==> config.mk <==
export PLATFORM = sky130hd
export DESIGN_NAME = class_hvec_search
export DESIGN_NICKNAME = d
export VERILOG_FILES = /design/src/rtl/class_hvec_search.sv
export SDC_FILE = /design/constraint.sdc
export NUM_CORES = 1
export LEC_CHECK = 0
export CORE_ASPECT_RATIO = 0.75
export CORE_UTILIZATION = 35
export CTS_BUF_LIST = sky130_fd_sc_hd__clkbuf_16
export DETAILED_ROUTE_END_ITERATION = 16
export GPL_TIMING_DRIVEN = 0
export SYNTH_ARGS = -nofsm -noshare
export SYNTH_HDL_FRONTEND = slang
export SYNTH_SLANG_ARGS = --single-unit
==> constraint.sdc <==
create_clock -name clk -period 15.11 [get_ports clk]
set_input_delay 4.533 -clock clk [delete_from_list [all_inputs] [get_ports clk]]
set_output_delay 4.533 -clock clk [all_outputs]
set_load 0.05 [all_outputs]
==> src/rtl/class_hvec_search.sv <==
// class_hvec_search: associative search returning the class hypervector nearest to a query
module class_hvec_search #(
   parameter int DI_PARALLEL_W_BITS = 64,
   parameter int N_CLASSES          = 8,
   parameter int N_FRAMES           = 3,
   parameter int CLASS_ID_W         = 3,
   parameter int FRAME_IDX_W        = 2,
   parameter int DIST_W             = 8
) (
   input  logic                          clk,
   input  logic                          rst,
   input  logic                          query_valid,
   output logic                          query_ready,
   input  logic [DI_PARALLEL_W_BITS-1:0] query_data,
   output logic [CLASS_ID_W-1:0]         frame_id,
   output logic [FRAME_IDX_W-1:0]        frame_index,
   input  logic [DI_PARALLEL_W_BITS-1:0] class_vec_in,
   output logic                          result_valid,
   input  logic                          result_ready,
   output logic [CLASS_ID_W-1:0]         result_class,
   output logic [DIST_W-1:0]             result_dist
);
   typedef enum logic [1:0] {IDLE, SWEEP, SELECT, RESULT} state_t;
   state_t state, state_nxt;
   logic [DI_PARALLEL_W_BITS-1:0] q_reg;
   logic [FRAME_IDX_W-1:0] frame_cnt;
   logic [CLASS_ID_W-1:0] class_cnt, best_class;
   logic [DIST_W-1:0] best_dist, pop;
   logic [DIST_W-1:0] acc [N_CLASSES];
   logic last_class, last_frame;
   assign pop = DIST_W'($countones(q_reg ^ class_vec_in));
   assign last_class = class_cnt == CLASS_ID_W'(N_CLASSES - 1);
   assign last_frame = frame_cnt == FRAME_IDX_W'(N_FRAMES - 1);
   // state register
   always_ff @(posedge clk or posedge rst)
      if (rst) state <= IDLE;
      else state <= state_nxt;
   // next state and handshake/generator outputs
   always_comb begin
      state_nxt = state;
      query_ready = 1'b0;
      result_valid = 1'b0;
      result_class = '0;
      result_dist = '0;
      frame_id = '0;
      frame_index = frame_cnt;
      case (state)
         IDLE: begin
            query_ready = 1'b1;
            state_nxt = query_valid ? SWEEP : IDLE;
         end
         SWEEP: begin
            frame_id = class_cnt;
            state_nxt = last_class ? (last_frame ? SELECT : IDLE) : SWEEP;
         end
         SELECT: state_nxt = last_class ? RESULT : SELECT;
         RESULT: begin
            result_valid = 1'b1;
            result_class = best_class;
            result_dist = best_dist;
            state_nxt = result_ready ? IDLE : RESULT;
         end
      endcase
   end
   // datapath: frame latch, per-class distance accumulation, argmin scan
   always_ff @(posedge clk or posedge rst)
      if (rst) begin
         q_reg <= '0;
         frame_cnt <= '0;
         class_cnt <= '0;
         best_class <= '0;
         best_dist <= '0;
         for (int i = 0; i < N_CLASSES; i++) acc[i] <= '0;
      end else
         case (state)
            IDLE:
               if (query_valid) begin
                  q_reg <= query_data;
                  class_cnt <= '0;
                  if (frame_cnt == '0)
                     for (int i = 0; i < N_CLASSES; i++) acc[i] <= '0;
               end
            SWEEP: begin
               acc[class_cnt] <= acc[class_cnt] + pop;
               class_cnt <= class_cnt + 1'b1;
               if (last_class && last_frame) begin
                  class_cnt <= '0;
                  best_dist <= '1;
                  best_class <= '0;
               end else if (last_class)
                  frame_cnt <= frame_cnt + 1'b1;
            end
            SELECT: begin
               if (acc[class_cnt] < best_dist) begin
                  best_dist <= acc[class_cnt];
                  best_class <= class_cnt;
               end
               class_cnt <= class_cnt + 1'b1;
            end
            RESULT:
               if (result_ready) frame_cnt <= '0;
         endcase
endmodule

Yosys cells after proc, flatten, opt, wreduce, memory -nomap -nowiden
Cells that the tools add are included.
W data, S select, Z words.
{"block": "word_totals", "regBits": 146, "in_bits": 132, "out_inout_bits": 18, "elab_cells": 143}
{"block": "op_classes", "addsub": 66, "n_lt_le_gt_ge": 3, "eq_ne": 12, "muxes": 33, "bitwise_logic": 2, "n_reduce_logical": 13}
{"op": "$mux W64", "n": 2}
{"op": "$pmux W64 S2", "n": 1}
{"op": "$add A1 B1 Y2", "n": 32}
{"op": "$bwmux W64", "n": 1}
{"op": "$xor A64 B64 Y64", "n": 1}
{"op": "$add A2 B2 Y3", "n": 16}
{"op": "$mux W8", "n": 6}
{"op": "$add A3 B3 Y4", "n": 8}
{"op": "$bmux W8 S3", "n": 1}
{"op": "$demux W8 S3", "n": 1}
{"op": "$add A4 B4 Y5", "n": 4}
{"op": "$mux W3", "n": 6}
{"op": "$pmux W8 S2", "n": 1}
{"op": "$ne A2 B2 Y1 const B", "n": 7}
{"op": "$add A5 B5 Y6", "n": 2}
{"op": "$mux W2", "n": 6}
{"op": "$pmux W3 S3", "n": 1}
{"op": "$add A8 B7 Y8", "n": 1}
{"op": "$lt A8 B8 Y1", "n": 1}
{"op": "$pmux W2 S4", "n": 1}
{"op": "$add A6 B6 Y7", "n": 1}
{"op": "$eq A2 B2 Y1 const B", "n": 3}
{"op": "$pmux W3 S2", "n": 1}
{"op": "$reduce_and A3 Y1", "n": 2}
{"op": "15 further kinds", "n": 23}

Longest topological paths before layout
Gate-level depths: netlist (run 1).
{"block": "depth", "ltp_word": 10, "mapped_depth": 22, "mapped_depth_nobuf": 21}

Worst setup path before layout (run 1)
OpenSTA, ideal clock, no wires.
{"block": "synth_path", "path_kind": "input to register", "start": "in class_vec_in[35]", "end": "reg acc[15] (netlist bit)", "setup_ns": 0.130, "arrival_ns": 10.596, "path_slack_ns": 4.384, "stages": 20, "path_cell_list": "xor2_1 fa_1 fa_1 fa_1 inv_1 fa_1 inv_1 fa_1 fa_1 fa_1 inv_1 fa_1 inv_1 ha_1 nor2b_1 o2111a_1 nor4_1 clkbuf_1 or4_1 nand3_1"}
{"block": "synth_between", "elab_chain_cells": 10}
{"element": "from (decl)", "line_no": "17", "rtl": "input logic [DI_PARALLEL_W_BITS-1:0] class_vec_in,"}
{"element": "$xor A64 B64 Y64", "line_no": "31", "rtl": "assign pop = DIST_W'($countones(q_reg ^ class_vec_in));"}
{"element": "$add A1 B1 Y2 (not written as such)", "line_no": "31"}
{"element": "$add A2 B2 Y3 (not written as such)", "line_no": "31"}
{"element": "$add A3 B3 Y4 (not written as such)", "line_no": "31"}
{"element": "$add A4 B4 Y5 (not written as such)", "line_no": "31"}
{"element": "$add A5 B5 Y6 (not written as such)", "line_no": "31"}
{"element": "$add A6 B6 Y7 (not written as such)", "line_no": "31"}
{"element": "$add A8 B7 Y8", "line_no": "84", "rtl": "acc[class_cnt] <= acc[class_cnt] + pop;"}
{"element": "$bwmux W64", "line_no": "84"}
{"element": "$pmux W64 S2", "line_no": "75", "rtl": "case (state)"}
{"element": "to (signal, indexed assignment)", "line_no": "84"}
{"element": "to (decl)", "line_no": "29", "rtl": "logic [DIST_W-1:0] acc [N_CLASSES];"}
No other way between the ends.
A chain may end at the register's enable or synchronous reset.

Final worst setup path (run 1)
{"block": "layout_path", "start": "in class_vec_in[7]", "end": "reg acc[22] (netlist bit)"}
The elaborated chain is that of the path after synthesis.

==> flow_metrics.py, run 1 <==
metrics = {
    "min_path": {
        "hold_depth": 2,
        "min_to": "acc[56]",
        "hold_path_class": "register to register",
        "min_from": "acc[56]",
    },
    "yosys": {
        "synth_top_area_share": 0.400,
        "synth_seq_area_share": 0.400,
        "synthAdderAreaFrac": 0.176,
        "synth_cell_types": 57,
        "syn_nets": 1016,
        "syn_avg_cell_area_um2": 11.6,
        "synth_compound_area_frac": 0.105,
        "postSynthCellCount": 789,
        "syn_area_um2": 9140,
        "ys_seq_elements": 146,
        "yosys-top-cells-count": "dfrtp_1 (146), mux2_2 (77), inv_1 (66)",
        "synth-async-reset-ratio": 1.00,
        "synth_enable_flop_cells": 0,
        "synth_area_leaders": "dfrtp_1 (40%), fa_1 (12%), mux2_2 (9.5%), ha_1 (5.3%), xor2_1 (3.6%)",
        "synth_top_cell_by_area": "dfrtp_1",
        "synth_mux_area_frac": 0.125,
        "synth_top_family_by_area": "adder cells",
        "yosysWarnings": 0,
        "synthXorXnorAreaFrac": 0.0670,
        "synth.most_common_cell": "dfrtp_1",
        "yosys.area_share.simple": 0.0866,
        "synthFlopType": "dfrtp_1",
    },
    "critical_path": {
        "worstPathRequired_ns": 15.43,
        "r2r_slack_ns": 7.17,
        "setup.worst_path.class": "input pin to register",
        "rr_endpoint": "acc[7]",
        "reg2regPathDepth": 20,
        "crit_path_cell_trace": "clkdlybuf4s50_1, xor2_1, fa_1, fa_1, fa_1, fa_1, fa_1, fa_1, inv_1, fa_1, fa_1, fa_1, fa_1, nor2b_1, o21a_1, o21a_1, o211ai_1, a22o_1",
        "critPathMaxStageDelay_ns": 0.54,
        "r2r-start": "class_cnt[2]",
        "endpoint_kind": "register",
        "slowest_stage": "fa_1",
        "crit_family": "adder cells",
        "critPathMostFrequentCell": "fa_1",
        "crit_buf_inv": 2,
        "crit_path_start_kind": "input pin",
        "arrival_ns": 11.57,
        "critPathMaxFanout": 8,
    },
    "route": {
        "dr.pass1.iters": 7,
        "drtIter0Drc": 365,
        "drt-total-wl_um": 24500,
        "drc": 0,
        "ant_nets": 0,
        "avgViaCountPerCell": 5.09,
        "vias": 6659,
        "wl_per_cell_um": 18.7,
    },
    "timing": {
        "setup_violations": 0,
        "post-route-min-period_ns": 11.24,
        "finalMaxSlewViolations": 0,
        "clock_skew_ns": 0.0132,
        "hold_viol": 0,
        "maxSlewHeadroom": 0.223,
        "period_share": 0.744,
        "tightestPinTransition_ns": 1.16,
        "timing.fmax_mhz": 88.9,
        "finalSetupTns_ns": 0,
        "rsz0062_at_grt": "false",
    },
    "placed_design": {
        "place_area_um2": 11100,
        "dpl.hpwl_um": 18700,
        "io_buffers": 149,
        "routabilityCongestion": 0.884,
    },
    "grt": {
        "grt_pass1_vias": 6808,
        "grt_overflow_total": 0,
        "grt_max_degree": 75,
        "antenna_found_initial": 0,
        "grt_pass1_wl_um": 39100,
        "grt_usage": 0.193,
    },
    "run_status": {
        "status": "completed",
    },
    "clock_network": {
        "cts_buffer_depth": 2,
        "post_cts_buffers": 0,
        "holdBufCountCts": 0,
        "clk_latency_ns": 0.44,
        "cts_buffers": 17,
        "path_clk_slew_ns": 0.06,
        "htreeDepth": 4,
        "cts_tree": "built",
        "cts_resized": 0,
        "cts_root_buf": "clkbuf_16",
        "cts_sinks": 146,
    },
    "floorplanning": {
        "start_util": 0.361,
        "core_area_um2": 25300,
        "die_w_um": 189,
        "ios": 150,
        "die_y_um": 142,
        "rows": 50,
        "die_area_um2": 26800,
    },
    "layout": {
        "seq_area_um2": 3650,
        "multi_input_area_um2": 5120,
        "drive_gt1_frac": 0.129,
        "finish.utilization": 0.461,
        "syn_to_final_growth_pct": 27.5,
        "n_fill_cell": 2367,
        "final_design_area_no_fill_um2": 11600,
        "nets": 1185,
        "antenna_cells": 0,
    },
    "flow_run": {
        "drv_cap": 0,
    },
}
-- placed cells by master (no fill, tap or decap), types with 14 or more instances in the layout --
cell type	count
clkdlybuf4s50_1	149
dfrtp_1	146
mux2_2	77
inv_1	65
fa_1	56
nand2_1	51
o21ai_0	42
ha_1	39
xor2_1	38
a22o_1	37
xnor2_1	30
nand3_1	26
clkbuf_1	17
and2_1	17
clkbuf_16	17
a21oi_1	14
-- worst max path at each step --
stage | depth (start not counted) | from | slack (ns) | endpoint
2_1_floorplan | 20 | class_vec_in[35] | 4.38 | acc[15]
6_report | 18 | class_vec_in[7] | 3.87 | acc[22]
3_3_place_gp | 19 | class_vec_in[9] | 3.39 | acc[15]
4_1_cts | 19 | class_vec_in[9] | 3.87 | acc[15]
3_5_place_dp | 19 | class_vec_in[9] | 3.44 | acc[15]
5_1_grt | 19 | class_vec_in[9] | 3.38 | acc[15]
-- final cells by class --
class	count	area share
clock buffers	17	0.0365
repair buffers	150	0.130
inverters	66	0.0217
well taps	338	0.0363
plain buffers	28	0.00999
multi-input cells	549	0.439
clock inverters	14	0.0121
flip-flops and latches	146	0.314
-- stage by stage --
step	instances	setup slack [ns]	hold WS [ns]
2_1_floorplan	789	4.38	0.444
4_1_cts	1308	3.87	0.485
5_1_grt	1308	3.38	0.505
3_5_place_dp	1277	3.44	0.467
6_report	1308	3.87	0.483
3_3_place_gp	1276	3.39	0.462
-- layer usage --
layer | GRT usage | part of all wire
met1 | 0.302 | 0.51
met2 | 0.264 | 0.42
met3 | 0.0475 | 0.065
met4 | 0.0420 | 0.0091
met5 | 0 | 0
-- kinds of logic (layout without fill, tap and decap cells) --
family / count (synthesis) / after routing
compound gates: 137 / 137
xor+xnor: 69 / 69
fa+ha+maj: 95 / 95
buf+inv: 94 / 275
flops: 146 / 146
mux: 93 / 93
simple gates: 155 / 155
-- tightest hold or removal path, cell delays in order (launching register included) --
cell	delay (ns)
dfrtp_1	0.34
nand2_1	0.05
o21ai_0	0.06
Power of run 1 is left out: the tool's default activity adds up to more than one toggle a clock period on the data nets, which glitch-free logic cannot reach.
==> run 2, diff against run 1 <==
==> constraint.sdc (replaced) <==
create_clock -name clk -period 9.07 [get_ports clk]
set_input_delay 2.721 -clock clk [delete_from_list [all_inputs] [get_ports clk]]
set_output_delay 2.721 -clock clk [all_outputs]
set_load 0.05 [all_outputs]
==> run 2 against run 1 <==
  * Register-to-register slack got worse by 5.5 ns
  * Critical path depth rose by 2
  * Non-clock buffer count up 4
  * Routed wire length increased by 1.7%
  * Worst hold slack got worse by 0.00087 ns
  * Cell count increased by 0.31%
  * Critical endpoint is now acc[14]
  * Highest routed layer unchanged
==> flow_metrics.py, run 2 (synthesis results as in run 1) <==
metrics = {
    "run_status": {
        "status": "completed",
    },
    "route": {
        "dr.pass1.iters": 4,
        "avgViaCountPerCell": 5.13,
        "drtIter0Drc": 450,
        "wl_per_cell_um": 19.0,
        "drt-total-wl_um": 24900,
        "vias": 6727,
        "ant_nets": 0,
        "drc": 0,
    },
    "critical_path": {
        "arrival_ns": 9.20,
        "crit_family": "adder cells",
        "rr_endpoint": "acc[15]",
        "critPathMostFrequentCell": "fa_1",
        "crit_path_start_kind": "input pin",
        "slowest_stage": "fa_1",
        "worstPathRequired_ns": 9.40,
        "crit_path_cell_trace": "clkdlybuf4s50_1, xnor2_1, fa_1, inv_1, fa_1, fa_1, fa_1, fa_1, fa_1, inv_2, fa_1, fa_1, fa_2, fa_2, nor2b_1, o21a_1, o21a_1, o211ai_1, buf_4, a22o_1",
        "reg2regPathDepth": 20,
        "critPathMaxStageDelay_ns": 0.54,
        "endpoint_kind": "register",
        "setup.worst_path.class": "input pin to register",
        "r2r-start": "class_cnt[2]",
        "r2r_slack_ns": 1.71,
        "critPathMaxFanout": 8,
        "crit_buf_inv": 4,
    },
    "placed_design": {
        "dpl.hpwl_um": 18700,
        "pre_cts_ws_ns": -0.789,
        "io_buffers": 149,
        "routabilityCongestion": 0.884,
    },
    "timing": {
        "clock_skew_ns": 0.0144,
        "setup_violations": 0,
        "setup_ws_ns": 0.202,
        "holdWs_ns": 0.482,
        "finalSetupTns_ns": 0,
        "timing.fmax_mhz": 113,
        "finalMaxSlewViolations": 0,
        "hold_viol": 0,
        "post-route-min-period_ns": 8.87,
        "period_share": 0.978,
        "maxSlewHeadroom": 0.211,
        "tightestPinTransition_ns": 1.18,
    },
    "floorplanning": {
        "die_y_um": 142,
        "core_area_um2": 25300,
        "ios": 150,
        "start_util": 0.361,
        "die_w_um": 189,
        "rows": 50,
        "die_area_um2": 26800,
    },
    "layout": {
        "final_cell_mix": "dfrtp_1 (146), clkdlybuf4s50_1 (121), mux2_2 (77)",
        "antenna_cells": 0,
        "finish.utilization": 0.473,
        "syn_to_final_growth_pct": 31.0,
        "nets": 1189,
        "layout_commonest_cell": "dfrtp_1",
        "drive_gt1_frac": 0.174,
    },
    "clock_network": {
        "cts_buffers": 17,
        "cts_sinks": 146,
        "cts_tree": "built",
        "cts_buffer_depth": 2,
        "cts_root_buf": "clkbuf_16",
        "holdBufCountCts": 0,
        "path_clk_slew_ns": 0.07,
        "htreeDepth": 4,
        "clk_latency_ns": 0.44,
    },
    "min_path": {
        "min_from": "acc[56]",
        "hold_path_class": "register to register",
        "hold_depth": 2,
        "min_to": "acc[56]",
    },
    "flow_run": {
        "drv_cap": 0,
    },
    "grt": {
        "grt_pass1_vias": 6814,
        "grt_max_degree": 75,
        "grt_usage": 0.194,
        "antenna_found_initial": 0,
        "grt_overflow_total": 0,
        "grt_pass1_wl_um": 39200,
    },
}
[run 2: layout make-up]
class / count / area (um^2)
plain buffers: 28 / 120
clock buffers: 17 / 425
clock inverters: 14 / 141
fillers: 2342 / 13300
inverters: 66 / 253
multi-input cells: 549 / 5340
flip-flops and latches: 146 / 3650
well taps: 338 / 423
repair buffers: 154 / 1620
[run 2: how the worst max path moves through the flow]
stage | from | endpoint | cells past startpoint
finish | class_vec_in[11] | acc[14] | 20
global route | class_vec_in[11] | acc[22] | 20
CTS | class_vec_in[11] | acc[22] | 20
floorplan | class_vec_in[35] | acc[15] | 20
detailed placement | class_vec_in[9] | acc[15] | 19
global placement | class_vec_in[9] | acc[15] | 19
[run 2: per-layer routing]
layer | wire length [um] | share of wire | global-route usage | vias to the layer above
li1 | - | - | - | 3093
met1 | 12700 | 0.51 | 0.303 | 3406
met2 | 10500 | 0.42 | 0.266 | 207
met3 | 1480 | 0.060 | 0.0463 | 21
met4 | 229 | 0.0092 | 0.0420 | 0
met5 | 0 | 0 | 0 | -
[run 2: what timing repair did]
item | 4_1_cts | 5_1_grt
gates cloned | 0 | 0
endpoints found under the setup margin | 40 | 43
pin swaps | 8 | 46
setup buffers | 1 | 3
gates resized for setup | 11 | 60
[run 2: per-stage QoR]
stage	cell area, um^2	cells
final	12000	1312
after global routing	12000	1312
after CTS	11700	1309
after detailed placement	11100	1277
after global placement	11100	1276
after floorplan	9140	789
[run 2: worst min-delay path, cell delays in order, from the launching register on]
cell and delay [ns]:
dfrtp_1 0.34, nand2_1 0.05, o21ai_0 0.06
Power of run 2 is left out for the same reason.
